--- src/rtl/sevenseg_pkg.sv ---
// Shared types and constants for the two-digit seven-segment scanner.
// Leading-zero blanking is selected with SEVENSEG_BLANK_LEADING_ZERO_EN.
package sevenseg_pkg;

    localparam int DIV_DEFAULT = 50000;

    typedef enum logic [1:0] {
        S_IDLE = 2'd0,
        S_CONV = 2'd1,
        S_DONE = 2'd2
    } state_e;

    // Active-low patterns ordered {g,f,e,d,c,b,a}
    localparam logic [6:0] SEG_0     = 7'b1000000;
    localparam logic [6:0] SEG_1     = 7'b1111001;
    localparam logic [6:0] SEG_2     = 7'b0100100;
    localparam logic [6:0] SEG_3     = 7'b0110000;
    localparam logic [6:0] SEG_4     = 7'b0011001;
    localparam logic [6:0] SEG_5     = 7'b0010010;
    localparam logic [6:0] SEG_6     = 7'b0000010;
    localparam logic [6:0] SEG_7     = 7'b1111000;
    localparam logic [6:0] SEG_8     = 7'b0000000;
    localparam logic [6:0] SEG_9     = 7'b0010000;
    localparam logic [6:0] SEG_BLANK = 7'b1111111;

    localparam logic [1:0] AN_ONES = 2'b10;
    localparam logic [1:0] AN_TENS = 2'b01;
    localparam logic [1:0] AN_OFF  = 2'b11;

endpackage

--- src/rtl/seg_decode.sv ---
// Combinational BCD digit to active-low seven-segment pattern.
// Codes above 9 decode to a blank digit.
module seg_decode
    import sevenseg_pkg::*;
(
    input  logic [3:0] bcd,
    output logic [6:0] seg
);

    always_comb begin
        seg = SEG_BLANK;
        case (bcd)
            4'd0: seg = SEG_0;
            4'd1: seg = SEG_1;
            4'd2: seg = SEG_2;
            4'd3: seg = SEG_3;
            4'd4: seg = SEG_4;
            4'd5: seg = SEG_5;
            4'd6: seg = SEG_6;
            4'd7: seg = SEG_7;
            4'd8: seg = SEG_8;
            4'd9: seg = SEG_9;
            default: seg = SEG_BLANK;
        endcase
    end

endmodule

--- src/rtl/sevenseg_scan.sv ---
// Converts a 5-bit adder result to two BCD digits and time-multiplexes them on a display.
// Define SEVENSEG_BLANK_LEADING_ZERO_EN to blank a zero tens digit.
module sevenseg_scan
    import sevenseg_pkg::*;
#(
    parameter int DIV = DIV_DEFAULT
) (
    input  logic       clk,
    input  logic       rst,
    input  logic [3:0] sum,
    input  logic       cout,
    input  logic       load,
    output logic       busy,
    output logic       done,
    output logic [6:0] seg,
    output logic [1:0] an,
    output state_e     dbg_state
);

    localparam int DW = (DIV > 1) ? $clog2(DIV) : 1;
    localparam logic [DW-1:0] DIV_LAST = DW'(DIV - 1);

    // Handshake: load is accepted only in IDLE (busy low); a load seen while
    // busy is dropped. done pulses for one cycle when the new digits are latched.
    state_e        state_q, state_d;
    logic [12:0]   shift_q, shift_d;     // {tens, ones, binary} double-dabble register
    logic [2:0]    bit_cnt_q, bit_cnt_d;
    logic [1:0]    tens_q, tens_d;
    logic [3:0]    ones_q, ones_d;
    logic [DW-1:0] div_q, div_d;
    logic          sel_q, sel_d;         // 0 = ones slot, 1 = tens slot
    logic          live_q, live_d;
    logic [6:0]    seg_q, seg_d;
    logic [1:0]    an_q, an_d;

    logic [3:0]    tens_adj, ones_adj;
    logic [3:0]    digit;
    logic [6:0]    dec_seg;
    logic          refresh;
    logic          blank;

    seg_decode u_seg_decode (
        .bcd (digit),
        .seg (dec_seg)
    );

    always_comb begin
        state_d   = state_q;
        shift_d   = shift_q;
        bit_cnt_d = bit_cnt_q;
        tens_d    = tens_q;
        ones_d    = ones_q;
        div_d     = div_q;
        sel_d     = sel_q;
        live_d    = 1'b1;
        seg_d     = seg_q;
        an_d      = an_q;
        refresh   = 1'b0;
        blank     = 1'b0;

        tens_adj = (shift_q[12:9] >= 4'd5) ? shift_q[12:9] + 4'd3 : shift_q[12:9];
        ones_adj = (shift_q[8:5] >= 4'd5) ? shift_q[8:5] + 4'd3 : shift_q[8:5];

        case (state_q)
            S_IDLE: begin
                if (load) begin
                    shift_d   = {8'd0, cout, sum};
                    bit_cnt_d = 3'd0;
                    state_d   = S_CONV;
                end
            end
            S_CONV: begin
                shift_d   = {tens_adj[2:0], ones_adj, shift_q[4:0], 1'b0};
                bit_cnt_d = bit_cnt_q + 3'd1;
                if (bit_cnt_q == 3'd4) begin
                    state_d = S_DONE;
                end
            end
            S_DONE: begin
                tens_d  = shift_q[10:9];
                ones_d  = shift_q[8:5];
                state_d = S_IDLE;
            end
            default: state_d = S_IDLE;
        endcase

        if (live_q) begin
            if (div_q == DIV_LAST) begin
                div_d   = '0;
                sel_d   = ~sel_q;
                refresh = 1'b1;
            end else begin
                div_d = div_q + 1'b1;
            end
        end else begin
            // First edge out of reset lights the ones digit immediately.
            refresh = 1'b1;
        end

        // Digits come from the _d values so a copy landing on a slot edge shows at once.
        digit = sel_d ? {2'b00, tens_d} : ones_d;
`ifdef SEVENSEG_BLANK_LEADING_ZERO_EN
        blank = sel_d && (tens_d == 2'd0);
`else
        blank = 1'b0;
`endif

        if (refresh) begin
            seg_d = blank ? SEG_BLANK : dec_seg;
            an_d  = blank ? AN_OFF : (sel_d ? AN_TENS : AN_ONES);
        end
    end

    always_ff @(posedge clk) begin
        if (rst) begin
            state_q   <= S_IDLE;
            shift_q   <= '0;
            bit_cnt_q <= '0;
            tens_q    <= '0;
            ones_q    <= '0;
            div_q     <= '0;
            sel_q     <= 1'b0;
            live_q    <= 1'b0;
            seg_q     <= SEG_BLANK;
            an_q      <= AN_OFF;
        end else begin
            state_q   <= state_d;
            shift_q   <= shift_d;
            bit_cnt_q <= bit_cnt_d;
            tens_q    <= tens_d;
            ones_q    <= ones_d;
            div_q     <= div_d;
            sel_q     <= sel_d;
            live_q    <= live_d;
            seg_q     <= seg_d;
            an_q      <= an_d;
        end
    end

    assign busy      = (state_q == S_CONV);
    assign done      = (state_q == S_DONE);
    assign seg       = seg_q;
    assign an        = an_q;
    assign dbg_state = state_q;

endmodule

--- config.mk ---
export PLATFORM = sky130hd
export DESIGN_NAME = sevenseg_scan
export DESIGN_NICKNAME = d
export VERILOG_FILES = /design/src/rtl/sevenseg_pkg.sv /design/src/rtl/seg_decode.sv /design/src/rtl/sevenseg_scan.sv
export SDC_FILE = /design/constraint.sdc
export NUM_CORES = 1
export LEC_CHECK = 0
export BUFFER_PORTS_ARGS = -buffer_cell sky130_fd_sc_hd__buf_4
export CAP_MARGIN = 30
export CORE_MARGIN = 2
export CORE_UTILIZATION = 35
export DETAILED_ROUTE_END_ITERATION = 16
export HOLD_SLACK_MARGIN = 0.12
export PLACE_DENSITY = 0.56
export SLEW_MARGIN = 20
export SYNTH_ARGS = -nofsm -noshare
export SYNTH_HDL_FRONTEND = slang
export SYNTH_HIERARCHICAL = 1
export SYNTH_SLANG_ARGS = --single-unit
--- constraint.sdc ---
create_clock -name clk -period 3.38 [get_ports clk]
set_clock_uncertainty 0.05 [all_clocks]
set_input_delay 0.169 -clock clk [delete_from_list [all_inputs] [get_ports clk]]
set_output_delay 0.169 -clock clk [all_outputs]
set_load 0.01 [all_outputs]
==> results of run 1 <==
[layout make-up]
cell class              count  area share
inverters                  14     0.01849
well taps                  96     0.04227
repair buffers             27     0.07662
clock buffers               8     0.03523
flip-flops and latches     51      0.3593
multi-input cells         217      0.4681
[report_power, final]
| part | switching, mW | internal [mW] |
|---|---|---|
| Sequential | 0.0128 | 0.619 |
| Clock | 0.197 | 0.187 |
| Combinational | 0.0485 | 0.0387 |
[repair_timing]
item | in CTS | in global routing
buffers inserted | 0 | 0
endpoints found under the setup margin | 0 | 0
endpoints found under the hold margin | 5 | 0
hold buffers | 6 | 0
[cells by family (layout without fill, tap and decap cells)]
kind of cell	after synthesis	after routing	share of synthesized area
AOI/OAI and AO/OA	45	45	0.1157
adders and majority gates	12	12	0.06088
DFF	51	51	0.4140
buffers and inverters	26	49	0.04668
muxes	5	5	0.03197
xor gates and xnor gates	19	19	0.07052
and+or+nand+nor	136	136	0.2603
[cells in the final DEF, fill, tap and decap left out, types with 2 or more instances in the layout]
cell type / count
nand4_1: 5
dlygate4sd3_1: 6
o21ai_0: 11
a311oi_1: 5
a32oi_1: 2
or3_1: 2
inv_1: 13
buf_4: 21
nand2_1: 44
clkbuf_8: 7
nand3_1: 14
mux2i_1: 3
dfxtp_1: 51
a21oi_1: 13
xor2_1: 10
nor3_1: 5
nor4b_2: 2
a22oi_1: 5
ha_1: 12
xnor2_1: 8
a31oi_1: 3
nor2_1: 45
nand2b_1: 8
[per-stage QoR]
stage,instances,instance area [um^2]
after floorplan,294,2466
after global placement,399,2681
after detailed placement,399,2681
after CTS,413,2841
after global routing,413,2841
final,413,2841
[flip-flops by register name, indices dropped and copies added, names as in the netlist]
name and flops:
an 2, bit_cnt_q 3, dbg_state 2, div_q 16, live_q 1, ones_q 4, seg 7, sel_q 1
shift_q 13, tens_q 2
[cell usage after synthesis, drive strengths merged (6+ instances only)]
cell type and n:
a21oi 14, clkbuf 7, dfxtp 51, ha 12
inv 13, nand2 44, nand2b 8, nand3 15
nand4 6, nor2 45, o21ai 12, xnor2 9
xor2 10
[path summary, 6_finish.rpt]
path	to	slack, ps	depth (start not counted)
hold reg to reg	tens_q[0]	410	2
setup reg to reg	seg[3]	420	12
hold / removal	div_q[1]	200	2
setup / recovery	seg[3]	420	12
[layer usage]
layer | GRT usage | vias to the layer above | part of all wire
li1 | - | 1043 | -
met1 | 0.1845 | 897 | 0.53
met2 | 0.2156 | 25 | 0.44
met3 | 0.02922 | 4 | 0.031
met4 | 0.04895 | 0 | 0.0071
met5 | 0 | - | 0
==> run_results.csv, run 1 <==
group,metric,value,unit
sta,holdWs,197.7,ps
logic_synthesis,async_flop_share,0,
worst_setup_path,startpoint,"div_q[0]",
final_layout,final_core_util,0.4182,
routing,drcViolationCount,0,
pwr,power,1.103,mW
worst_setup_path,cpMostUsedCell,"ha_1",
routing,routed_wl,4.821,mm
worst_setup_path,crit_chain,"ha_1 > nand4_1 > inv_1 > nand4_2 > xnor2_2 > mux4_1 > ha_1 > or2_1 > a21oi_2 > a31oi_1 > nand2_1 > nand3_1",
worst_setup_path,rr_startpoint,"div_q[0]",
sta,fin_tns_setup,0,ps
routing,postRouteAntennaNets,0,
clocking,cts.sinks,51,
final_layout,finalNetCount,336,
floorplan,floorplan.initialDensity,0.3630,
sta,tightest_slew,593.6,ps
logic_synthesis,yosys_register_bits,51,
clocking,htree_levels,2,
logic_synthesis,syn-mean-instance-area,8.388,um^2
routing,routed_via_density,4.768,
placed_design,gp_congestion,0.7799,
logic_synthesis,synth_cells,294,
sta,slew_headroom,0.6028,
worst_setup_path,cpMaxStageDelayCell,"mux4_1",
worst_hold_path,worstHoldPathType,"in -> reg",
final_layout,syn2layout_area_growth,15.22,%
global_route,grt_first_pass_wirelength,8.404,mm
worst_setup_path,max_stage_delay,660,ps
placed_design,port_buffers,20,
logic_synthesis,synth-seq-area-share,0.4140,
worst_setup_path,required,3520,ps
sta,rsz0062_at_grt,"no",
sta,hold_viol,0,
logic_synthesis,synth_area_leader_cell,"dfxtp_1",
global_route,antenna_found_initial,0,
outcome,status,"finished, final reports clean",
clocking,max-clock-path-buffers,2,
worst_setup_path,cp-end-kind,"flop",
floorplan,dieArea,0.007733,mm^2
clocking,clkTransAtPathRegs,90,ps
clocking,numCtsBuffers,5,
worst_setup_path,path_max_fanout,5,
floorplan,fp.dieH,87.94,um
sta,layout_setup_ws,422.0,ps
worst_setup_path,start_kind,"flop",
logic_synthesis,yosys_most_used_dff,"dfxtp_1",
sta,maxSlewViolCount,0,
global_route,grt_pass1_vias,1820,
final_layout,ff_latch_area,0.001021,mm^2
logic_synthesis,ys_types,45,
placed_design,dp_hpwl,3.370,mm
sta,period_share,0.8752,
logic_synthesis,yosys_warnings,6,
sta,finalSetupViolations,0,
sta,period_needed,2958,ps
pwr,vdd_drop_max,0.1501,mV
routing,drt-wirelength-per-cell,11.67,um
clocking,cts_tree,"yes",
routing,firstDrtPassIters,4,
routing,first_iter_violations,82,
sta,clock.fmax,338.1,MHz
global_route,grt_max_degree,32,
logic_synthesis,syn-num-nets,314,
worst_setup_path,path_buf_inv,1,
logic_synthesis,synth_area_leaders,"dfxtp_1 (41%), nor2_1 (6.8%), nand2_1 (6.7%)",
routing,vias,1969,
worst_setup_path,critPathArrivalTime,3090,ps
global_route,grt.total_usage,0.1366,
placed_design,place_ws,416.0,ps
floorplan,rows,30,
final_layout,nFillCells,684,
flow_run,drv_cap,0,
logic_synthesis,synth_area,0.002466,mm^2
final_layout,multi_input_area,0.001330,mm^2
floorplan,num_io_pins,21,
worst_setup_path,path_delay_family,"simple AND/OR/NAND/NOR gates",
pwr,power_density,388.0,mW/mm^2
worst_setup_path,path_class,"reg -> reg",
floorplan,die_x,87.94,um
floorplan,core_area,0.006794,mm^2
clocking,cts_resized,0,
clocking,root_buffer,"clkbuf_8",
logic_synthesis,synth_top_area_frac,0.4140,
worst_hold_path,worstHoldStart,"rst",
global_route,grt-ovfl-total,0,
final_layout,diodes,0,
final_layout,drive_gt1_frac,0.1199,
clocking,clk_latency,300,ps
logic_synthesis,synth_edf_count,0,
pwr,leakage,1.125,nW
Note: power is estimated with default switching activity, not from simulation.
==> run 2, diff against run 1 <==
--- a/config.mk
+++ b/config.mk
@@ -7,7 +7,7 @@
 export LEC_CHECK = 0
 export BUFFER_PORTS_ARGS = -buffer_cell sky130_fd_sc_hd__buf_4
 export CAP_MARGIN = 30
-export CORE_MARGIN = 2
+export CORE_ASPECT_RATIO = 0.8
 export CORE_UTILIZATION = 35
 export DETAILED_ROUTE_END_ITERATION = 16
 export HOLD_SLACK_MARGIN = 0.12
==> run_results.csv, run 2 (same netlist as run 1, synthesis figures left out) <==
group,metric,value,unit
outcome,status,"finished, final reports clean",
floorplan,rows,26,
final_layout,diodes,0,
worst_setup_path,path_buf_inv,1,
global_route,grt_first_pass_wirelength,8.383,mm
pwr,leakage,1.124,nW
sta,hold_viol,0,
worst_setup_path,cpMostUsedCell,"ha_1",
pwr,clkPwrFrac,0.325,
routing,postRouteAntennaNets,0,
placed_design,gp_congestion,0.8224,
sta,tightest_slew,656.6,ps
worst_setup_path,cpMaxStageDelayCell,"mux4_1",
final_layout,drive_gt1_frac,0.1254,
floorplan,floorplan.initialDensity,0.3734,
routing,routed_wl,5.000,mm
clocking,max-clock-path-buffers,2,
final_layout,final_cells,403,
worst_setup_path,cp-end-kind,"flop",
pwr,comb_power_share,0.084,
clocking,cts.sinks,51,
worst_setup_path,required,3520,ps
floorplan,fp.dieH,77.08,um
pwr,switching_share,0.2480,
clocking,cts_tree,"yes",
routing,first_iter_violations,72,
worst_setup_path,path_max_fanout,5,
placed_design,port_buffers,20,
routing,vias,1969,
final_layout,ff_latch_area,0.001021,mm^2
clocking,numCtsBuffers,5,
global_route,grt_pass1_vias,1843,
clocking,root_buffer,"clkbuf_8",
worst_hold_path,worstHoldPathType,"in -> reg",
pwr,switchingPower,264.9,uW
worst_setup_path,path_class,"reg -> reg",
routing,routed_via_density,4.886,
sta,layout_setup_ws,341.0,ps
placed_design,dp_cells,387,
worst_setup_path,critPathArrivalTime,3180,ps
pwr,internal_power,803.3,uW
routing,firstDrtPassIters,4,
final_layout,final_cell_mix,"dfxtp_1 (51), nor2_1 (45), nand2_1 (44)",
global_route,grt_max_degree,32,
placed_design,dp_hpwl,3.450,mm
final_layout,nFillCells,671,
floorplan,core_area,0.006604,mm^2
sta,period_needed,3039,ps
worst_setup_path,start_kind,"flop",
clocking,clkTransAtPathRegs,90,ps
routing,drcViolationCount,0,
pwr,power,1.068,mW
final_layout,largest_reg_flops,16,
routing,drt-wirelength-per-cell,12.41,um
worst_setup_path,path_delay_family,"simple AND/OR/NAND/NOR gates",
pwr,power_density,376.4,mW/mm^2
final_layout,finalNetCount,338,
global_route,antenna_found_initial,0,
final_layout,top_register,"div_q",
floorplan,dieArea,0.007388,mm^2
sta,slew_headroom,0.5606,
sta,clock.fmax,329.1,MHz
clocking,clk_latency,300,ps
global_route,grt-ovfl-total,0,
placed_design,place_ws,225.0,ps
sta,rsz0062_at_grt,"no",
final_layout,final_core_util,0.4297,
flow_run,drv_cap,0,
global_route,grt.total_usage,0.1437,
pwr,seq_power_share,0.591,
sta,fin_tns_setup,0,ps
final_layout,final_common_cell,"dfxtp_1",
worst_setup_path,crit_chain,"ha_1 > nand4_1 > inv_1 > nand4_2 > xnor2_4 > mux4_1 > ha_1 > or2_1 > a21oi_2 > a31oi_1 > nand2_1 > nand3_1",
final_layout,multi_input_area,0.001341,mm^2
floorplan,die_x,95.85,um
clocking,htree_levels,2,
floorplan,num_io_pins,21,
sta,maxSlewViolCount,0,
sta,finalSetupViolations,0,
sta,period_share,0.8991,
worst_setup_path,max_stage_delay,660,ps
pwr,vdd_drop_max,0.1643,mV
final_layout,syn2layout_area_growth,15.07,%
## run 2: changes by cell type in the layout (fill, tap and decap cells not counted)
cell and delta:
clkinvlp_4 +1, clkbuf_8 -2, clkinv_2 +1, xnor2_4 +1
xnor2_2 -1, buf_4 +2
## run 2: power groups by stage
stage	clock (mW)	combinational, mW	sequential [mW]
2_1_floorplan	0	0.0499	0.646
3_3_place_gp	0	0.0845	0.644
3_5_place_dp	0	0.0851	0.645
4_1_cts	0.365	0.0912	0.631
5_1_grt	0.386	0.101	0.634
6_report	0.347	0.0897	0.631
## run 2: worst paths after layout
path / startpoint / endpoint / slack (ps) / depth (start not counted)
setup reg to reg: div_q[0] / seg[3] / 340 / 12
hold / removal: rst / shift_q[5] / 190 / 2
setup / recovery: div_q[0] / seg[3] / 340 / 12
hold reg to reg: ones_q[1] / ones_q[1] / 410 / 2
## run 2: worst register-to-register path, stage by stage, from the launching register on
cell	delay, ps
dfxtp_1	390
ha_1	210
nand4_1	160
inv_1	140
nand4_2	210
xnor2_4	280
mux4_1	660
ha_1	230
or2_1	230
a21oi_2	150
a31oi_1	60
nand2_1	90
nand3_1	70
## run 2: timing repair
item / CTS / global route
resized for setup: 0 / 1
buffers inserted: 0 / 2
endpoints found under the setup margin: 0 / 3
hold buffers: 6 / 0
hold endpoints to repair: 5 / 0
## run 2: stage by stage
step / cell area [um^2] / hold slack [ps]
6_report: 2838 / 194.8
4_1_cts: 2811 / 184.4
3_5_place_dp: 2666 / 397.1
3_3_place_gp: 2666 / 380.4
5_1_grt: 2838 / 193.2
2_1_floorplan: 2466 / 273.6
## run 2: final cells by class
type                    count  area share
inverters                  14     0.01852
well taps                  84     0.03704
multi-input cells         217      0.4727
clock inverters             2    0.004409
repair buffers             29     0.08201
clock buffers               6     0.02557
flip-flops and latches     51      0.3598
## run 2: per-layer routing
layer | track usage | routed length (um)
met5 | 0 | 0
met4 | 0.04925 | 71
met3 | 0.02976 | 135
met2 | 0.2186 | 2114
met1 | 0.1995 | 2679
